--- config.mk ---
export PLATFORM = sky130hd
export DESIGN_NAME = ext_bus_ctrl
export DESIGN_NICKNAME = d
export VERILOG_FILES = /design/src/rtl/ext_bus_ctrl.sv
export SDC_FILE = /design/constraint.sdc
export NUM_CORES = 1
export LEC_CHECK = 0
export ABC_AREA = 1
export BUFFER_PORTS_ARGS = -buffer_cell sky130_fd_sc_hd__buf_2
export CAP_MARGIN = 30
export CORE_AREA = 2 2 66 68
export DETAILED_ROUTE_END_ITERATION = 10
export DIE_AREA = 0 0 68 70
export PLACE_DENSITY = 0.89
export SLEW_MARGIN = 20
export SYNTH_ARGS = -nofsm -noshare
export SYNTH_HDL_FRONTEND = slang
export SYNTH_SLANG_ARGS = --single-unit
--- constraint.sdc ---
create_clock -name wb_clk_i -period 3.53 [get_ports wb_clk_i]
set_input_delay 0.706 -clock wb_clk_i [delete_from_list [all_inputs] [get_ports wb_clk_i]]
set_output_delay 0.706 -clock wb_clk_i [all_outputs]
set_load 0.01 [all_outputs]
--- src/rtl/ext_bus_ctrl.sv ---
// ext_bus_ctrl
//   Turns a single-cycle request from the CPU core into a timed pad-level bus
//   cycle: address/qualifier setup, an operation strobe whose length is either
//   a fixed number of wait states or set by an external asynchronous opack
//   handshake, and a hold phase that returns completion (and timeout error)
//   status to the core.
//
// Ports
//   wb_clk_i, reset_n      : clock (rising edge) and asynchronous active-low reset
//   core_req               : request strobe, only looked at while idle
//   core_we/mio/dc         : write select, memory/IO select, data/control select
//   core_addr, core_wdata  : request address and write data
//   core_rdata             : read data, valid while core_ack is high
//   core_ack, core_err     : one-cycle completion pulse and its timeout flag
//   busy                   : high whenever a bus cycle is in progress
//   adr, dbus_out, oeb     : pad address, pad write data and its active-low enable
//   dbus_in                : pad read data
//   m_io, d_c, rw          : pad cycle qualifiers (rw=1 is a write)
//   opreq, wrp             : operation request strobe and write pulse
//   opack                  : external acknowledge, asynchronous to wb_clk_i

module ext_bus_ctrl #(
  parameter int ADDR_W      = 13,
  parameter int DATA_W      = 8,
  parameter int SETUP_CYC   = 1,
  parameter int WAIT_CYC    = 2,
  parameter int ACK_MODE    = 0,
  parameter int SYNC_STAGES = 2,
  parameter int TIMEOUT_CYC = 15
) (
  input  logic              wb_clk_i,
  input  logic              reset_n,
  input  logic              core_req,
  input  logic              core_we,
  input  logic              core_mio,
  input  logic              core_dc,
  input  logic [ADDR_W-1:0] core_addr,
  input  logic [DATA_W-1:0] core_wdata,
  output logic [DATA_W-1:0] core_rdata,
  output logic              core_ack,
  output logic              core_err,
  output logic              busy,
  output logic [ADDR_W-1:0] adr,
  input  logic [DATA_W-1:0] dbus_in,
  output logic [DATA_W-1:0] dbus_out,
  output logic              oeb,
  output logic              m_io,
  output logic              d_c,
  output logic              rw,
  output logic              opreq,
  output logic              wrp,
  input  logic              opack
);

  // One shared phase counter, wide enough for the longest phase.
  localparam int CNT_M1  = (SETUP_CYC > WAIT_CYC) ? SETUP_CYC : WAIT_CYC;
  localparam int CNT_MAX = (CNT_M1 > TIMEOUT_CYC) ? CNT_M1 : TIMEOUT_CYC;
  localparam int CNT_W   = $clog2(CNT_MAX) + 1;

  localparam logic [CNT_W-1:0] SETUP_LAST   = CNT_W'(SETUP_CYC - 1);
  localparam logic [CNT_W-1:0] WAIT_LAST    = CNT_W'(WAIT_CYC - 1);
  localparam logic [CNT_W-1:0] TIMEOUT_LAST = CNT_W'(TIMEOUT_CYC - 1);

  typedef enum logic [1:0] {
    IDLE,
    SETUP,
    STROBE,
    HOLD
  } state_t;

  state_t                 state_q, state_d;
  logic [CNT_W-1:0]       cnt_q, cnt_d;
  logic [SYNC_STAGES-1:0] sync_q;
  logic                   ack_sync;

  logic                   strobe_done;
  logic                   timed_out;
  logic                   hold_done;

  logic [ADDR_W-1:0]      adr_d;
  logic [DATA_W-1:0]      dbus_out_d;
  logic [DATA_W-1:0]      core_rdata_d;
  logic                   oeb_d, m_io_d, d_c_d, rw_d, opreq_d, wrp_d;
  logic                   core_ack_d, core_err_d, busy_d;

  assign ack_sync = sync_q[SYNC_STAGES-1];

  // opack comes from outside the clock domain; a plain shift-register
  // synchroniser gives the FSM a clean copy SYNC_STAGES edges later.
  always_ff @(posedge wb_clk_i or negedge reset_n) begin
    if (!reset_n) begin
      sync_q <= '0;
    end else begin
      sync_q <= {sync_q[SYNC_STAGES-2:0], opack};
    end
  end

  // State, phase counter and every output are registered here; all
  // decisions are made in the combinational block below.
  always_ff @(posedge wb_clk_i or negedge reset_n) begin
    if (!reset_n) begin
      state_q    <= IDLE;
      cnt_q      <= '0;
      adr        <= '0;
      dbus_out   <= '0;
      core_rdata <= '0;
      oeb        <= 1'b1;
      m_io       <= 1'b0;
      d_c        <= 1'b0;
      rw         <= 1'b0;
      opreq      <= 1'b0;
      wrp        <= 1'b0;
      core_ack   <= 1'b0;
      core_err   <= 1'b0;
      busy       <= 1'b0;
    end else begin
      state_q    <= state_d;
      cnt_q      <= cnt_d;
      adr        <= adr_d;
      dbus_out   <= dbus_out_d;
      core_rdata <= core_rdata_d;
      oeb        <= oeb_d;
      m_io       <= m_io_d;
      d_c        <= d_c_d;
      rw         <= rw_d;
      opreq      <= opreq_d;
      wrp        <= wrp_d;
      core_ack   <= core_ack_d;
      core_err   <= core_err_d;
      busy       <= busy_d;
    end
  end

  // Next-state and next-output logic. The registered rw doubles as the
  // latched write flag for the rest of the bus cycle. Outputs computed here
  // take effect on the edge that enters the corresponding state, so e.g.
  // opreq is already high in the first STROBE cycle.
  always_comb begin
    state_d      = state_q;
    cnt_d        = cnt_q;
    adr_d        = adr;
    dbus_out_d   = dbus_out;
    core_rdata_d = core_rdata;
    oeb_d        = oeb;
    m_io_d       = m_io;
    d_c_d        = d_c;
    rw_d         = rw;
    opreq_d      = opreq;
    wrp_d        = 1'b0;
    core_ack_d   = 1'b0;
    core_err_d   = 1'b0;
    strobe_done  = 1'b0;
    timed_out    = 1'b0;
    hold_done    = 1'b0;

    // A real acknowledge wins over a timeout landing in the same cycle.
    if (ACK_MODE == 0) begin
      strobe_done = (cnt_q == WAIT_LAST);
      hold_done   = 1'b1;
    end else begin
      strobe_done = ack_sync || (cnt_q == TIMEOUT_LAST);
      timed_out   = !ack_sync && (cnt_q == TIMEOUT_LAST);
      hold_done   = !ack_sync || (cnt_q == TIMEOUT_LAST);
    end

    case (state_q)
      IDLE: begin
        if (core_req) begin
          adr_d  = core_addr;
          rw_d   = core_we;
          m_io_d = core_mio;
          d_c_d  = core_dc;
          if (core_we) begin
            dbus_out_d = core_wdata;
            oeb_d      = 1'b0;
          end
          cnt_d   = '0;
          state_d = SETUP;
        end
      end
      SETUP: begin
        if (cnt_q == SETUP_LAST) begin
          opreq_d = 1'b1;
          wrp_d   = rw;
          cnt_d   = '0;
          state_d = STROBE;
        end else begin
          cnt_d = cnt_q + CNT_W'(1);
        end
      end
      STROBE: begin
        if (strobe_done) begin
          opreq_d    = 1'b0;
          core_ack_d = 1'b1;
          core_err_d = timed_out;
          if (!rw) begin
            core_rdata_d = dbus_in;
          end
          cnt_d   = '0;
          state_d = HOLD;
        end else begin
          cnt_d = cnt_q + CNT_W'(1);
        end
      end
      HOLD: begin
        // Only the data enable and direction are released; adr and the
        // m_io/d_c qualifiers keep their last values.
        if (hold_done) begin
          oeb_d   = 1'b1;
          rw_d    = 1'b0;
          cnt_d   = '0;
          state_d = IDLE;
        end else begin
          cnt_d = cnt_q + CNT_W'(1);
        end
      end
      default: begin
        state_d = IDLE;
      end
    endcase

    busy_d = (state_d != IDLE);
  end

endmodule

==> metrics.log <==
INFO  metric status = finished, final reports clean
INFO  metric grt_setup_unrepaired = no
INFO  metric antenna_violating_nets_post_route = 0
INFO  metric most-common-layout-cells = nand2_1 (121), buf_2 (71), dfrtp_1 (43)
INFO  metric timing_hold_violations_final = 0
INFO  metric tritoncts = yes
INFO  metric syn_nets = 292
INFO  metric port_buffers = 71
INFO  metric layout-area-overhead-vs-synth = 24.02%
INFO  metric total_power = 2.017 mW
INFO  metric setup_skew = 0.006344 ns
INFO  metric initialDrtViolationCount = 98
INFO  metric maxSlewViolCount = 0
INFO  metric setup_total_negative_slack = 0 ns
INFO  metric cts_buffer_count = 5
INFO  metric ys_ff_latch = 44
INFO  metric chipWidth = 68 um
INFO  metric synth_top_cells_by_area = dfrtp_1 (53%), nand2_1 (22%), nand3_1 (6.4%)
INFO  metric most_common_cell_after_layout_fill_and_taps_aside = nand2_1
INFO  metric cts.root.buffer_cell = clkbuf_8
INFO  metric cts_max_level = 2
INFO  metric first_global_vias = 1,674
INFO  metric drive_above_1_share = 28.17%
INFO  metric clk_transition_reported_paths = 0.08 ns
INFO  metric vdd_drop_max = 0.4660 mV
INFO  metric core_area = 4144 sq um
INFO  metric wire_length_of_the_first_global_routing_pass = 7224 um
INFO  metric grt_remaining_overflow = 0
INFO  metric wl_cell = 11.19 um
INFO  metric io-pin-count = 74
INFO  metric ys_warns = 0
INFO  metric nets = 365
INFO  metric row_count = 24
INFO  metric clockBufferDepth = 2
INFO  metric fmaxAchievable = 0.5637 GHz
INFO  metric clock-sinks = 44
INFO  metric report.final.setup_viol = 0
INFO  metric grt_antenna_before_repair = 0
INFO  metric cp.arrival = 1.96 ns
INFO  metric critical_path.max_fanout = 11
INFO  metric yosys.area.top_type = dfrtp_1
INFO  metric startpoint_type = register
INFO  metric min_period = 1.774 ns
INFO  metric detail_route.wirelength = 4195 um
INFO  metric critical_path_class = reg -> reg
INFO  metric fin_crit_sh = 50.25%
INFO  metric clock_insertion_delay_worst_skew = 0.30 ns
INFO  metric post_cts.repair.setup_buffers = 0
INFO  metric antenna_cells_inserted = 0
INFO  metric synthesis.instances = 249
INFO  metric detailedRoute.firstPassIterationCount = 4
INFO  metric grtUsageTotal = 19.69%
INFO  metric ctsResizeCount = 0
INFO  metric post_detailed_route_via_to_cell_ratio = 4.765
INFO  metric synth_sequential_area_ratio = 53.85%
INFO  metric crit_required = 3.72 ns
INFO  metric worst_hold_path_type = in -> async
INFO  metric chipHeight = 70 um
INFO  metric avg_cell_area_syn = 8.221 sq um
INFO  metric yosysTopAreaCellShare = 52.57%
INFO  metric timing.max_cap.violations = 0
INFO  metric detail_route.drc_violations = 0
INFO  metric place_hpwl = 3018 um
INFO  metric power.leakage = 1.498 nW
INFO  metric design.die.area = 4760 sq um
INFO  metric cellPowerDensity = 794.4 nW/um^2
INFO  metric end_kind = register
INFO  metric finalWeightedCongestion = 0.8856
INFO  metric start_util = 49.40%
INFO  metric count_of_vias_placed_by_the_detailed_router = 1,787
INFO  metric yosysUniqueCellTypes = 24
INFO  metric post_cts_hold_buffer_count = 0
INFO  metric post_synth_instance_area = 2047 sq um
INFO  metric maximum_number_of_pins_on_one_net_before_global_route_repair = 45
-- stage by stage --
stage                     setup slack (ns)  hold slack (ns)  instances  instance area, sq um  utilization, %
final                                1.756           0.2898        375                  2539           61.26
after global routing                 1.585           0.2994        375                  2539           61.26
after CTS                            1.749           0.4745        374                  2519           60.78
after detailed placement             1.676           0.4543        366                  2425           58.51
after global placement               1.715           0.4506        366                  2425           58.51
after floorplan                      2.190           0.4104        249                  2047               -
-- critical path: stages, from the launching register on --
cell	delay [ns]
dfrtp_1	0.42
inv_1	0.10
ha_1	0.33
inv_2	0.12
nor2_4	0.26
nand2_1	0.24
nand2_1	0.13
nand2_1	0.06
-- Yosys cell counts --
cell type and n:
dfstp_2 1, a21oi_1 1, nand4_1 1, nor2_1 7, nand2_1 121, ha_1 7
nand3b_1 1, nor2_2 1, dfrtp_1 43, nand3_1 26, inv_2 3, nor3_1 1
buf_4 1, buf_2 1, conb_1 1, nand2_4 1, clkbuf_1 2, o21ai_0 3
buf_6 2, nand2_2 2, o211ai_1 1, inv_1 17, nor2_4 4, clkinv_1 1
-- power by group --
part | total (mW) | internal, mW | leakage [nW] | switching (mW)
clock network | 0.325 | 0.159 | 0.0445 | 0.166
logic | 0.850 | 0.322 | 0.905 | 0.528
registers | 0.842 | 0.723 | 0.549 | 0.119
-- final cells by class --
type / count / area (sq um)
clock buffer: 7 / 86.33
clock inverter: 1 / 7.507
fill: 370 / 1605
inverter: 21 / 78.83
multi-input combinational: 178 / 823.3
sequential: 44 / 1102
tap: 52 / 65.06
timing repair buffer: 72 / 375.4
-- metal layers --
metal / vias up / routed length (um) / global-route usage, %
met4: 0 / 34 / 4.000
met5: - / 0 / 0
met1: 827 / 1797 / 24.89
met2: 46 / 2153 / 33.01
li1: 910 / - / -
met3: 4 / 210 / 5.958
-- state kept, by name, summed over array words and instances, names as in the netlist --
signal and cells:
core_ack 1, opreq 1, d_c 1, cnt_q 5
wrp 1, adr 13, core_rdata 8, m_io 1
dbus_out 8, rw 1, state_q 2, busy 1
oeb 1
-- final timing paths --
kind	start	end	slack, ns	cells after the start
hold reg to reg	oeb$_DFFE_PN1P_	oeb$_DFFE_PN1P_	0.47	2
setup reg to reg	state_q[0]$_DFF_PN0_	core_rdata[6]$_DFFE_PN0P_	1.76	7
max in group asynchronous	reset_n	oeb$_DFFE_PN1P_	2.71	2
setup / recovery	state_q[0]$_DFF_PN0_	core_rdata[6]$_DFFE_PN0P_	1.76	7
hold / removal	reset_n	core_ack$_DFF_PN0_	0.29	1
min in group wb_clk_i	oeb$_DFFE_PN1P_	oeb$_DFFE_PN1P_	0.47	2
-- logic make-up after synthesis --
kind of cell               Yosys count  synth area share, %
and+or+nand+nor                    165                34.41
DFF                                 44                53.85
buffers and inverters               27                5.929
adders and majority gates            7                4.279
AOI/OAI and AO/OA                    5                1.344
other                                1               0.1832
No activity file was read; power rests on OpenSTA's default activity.
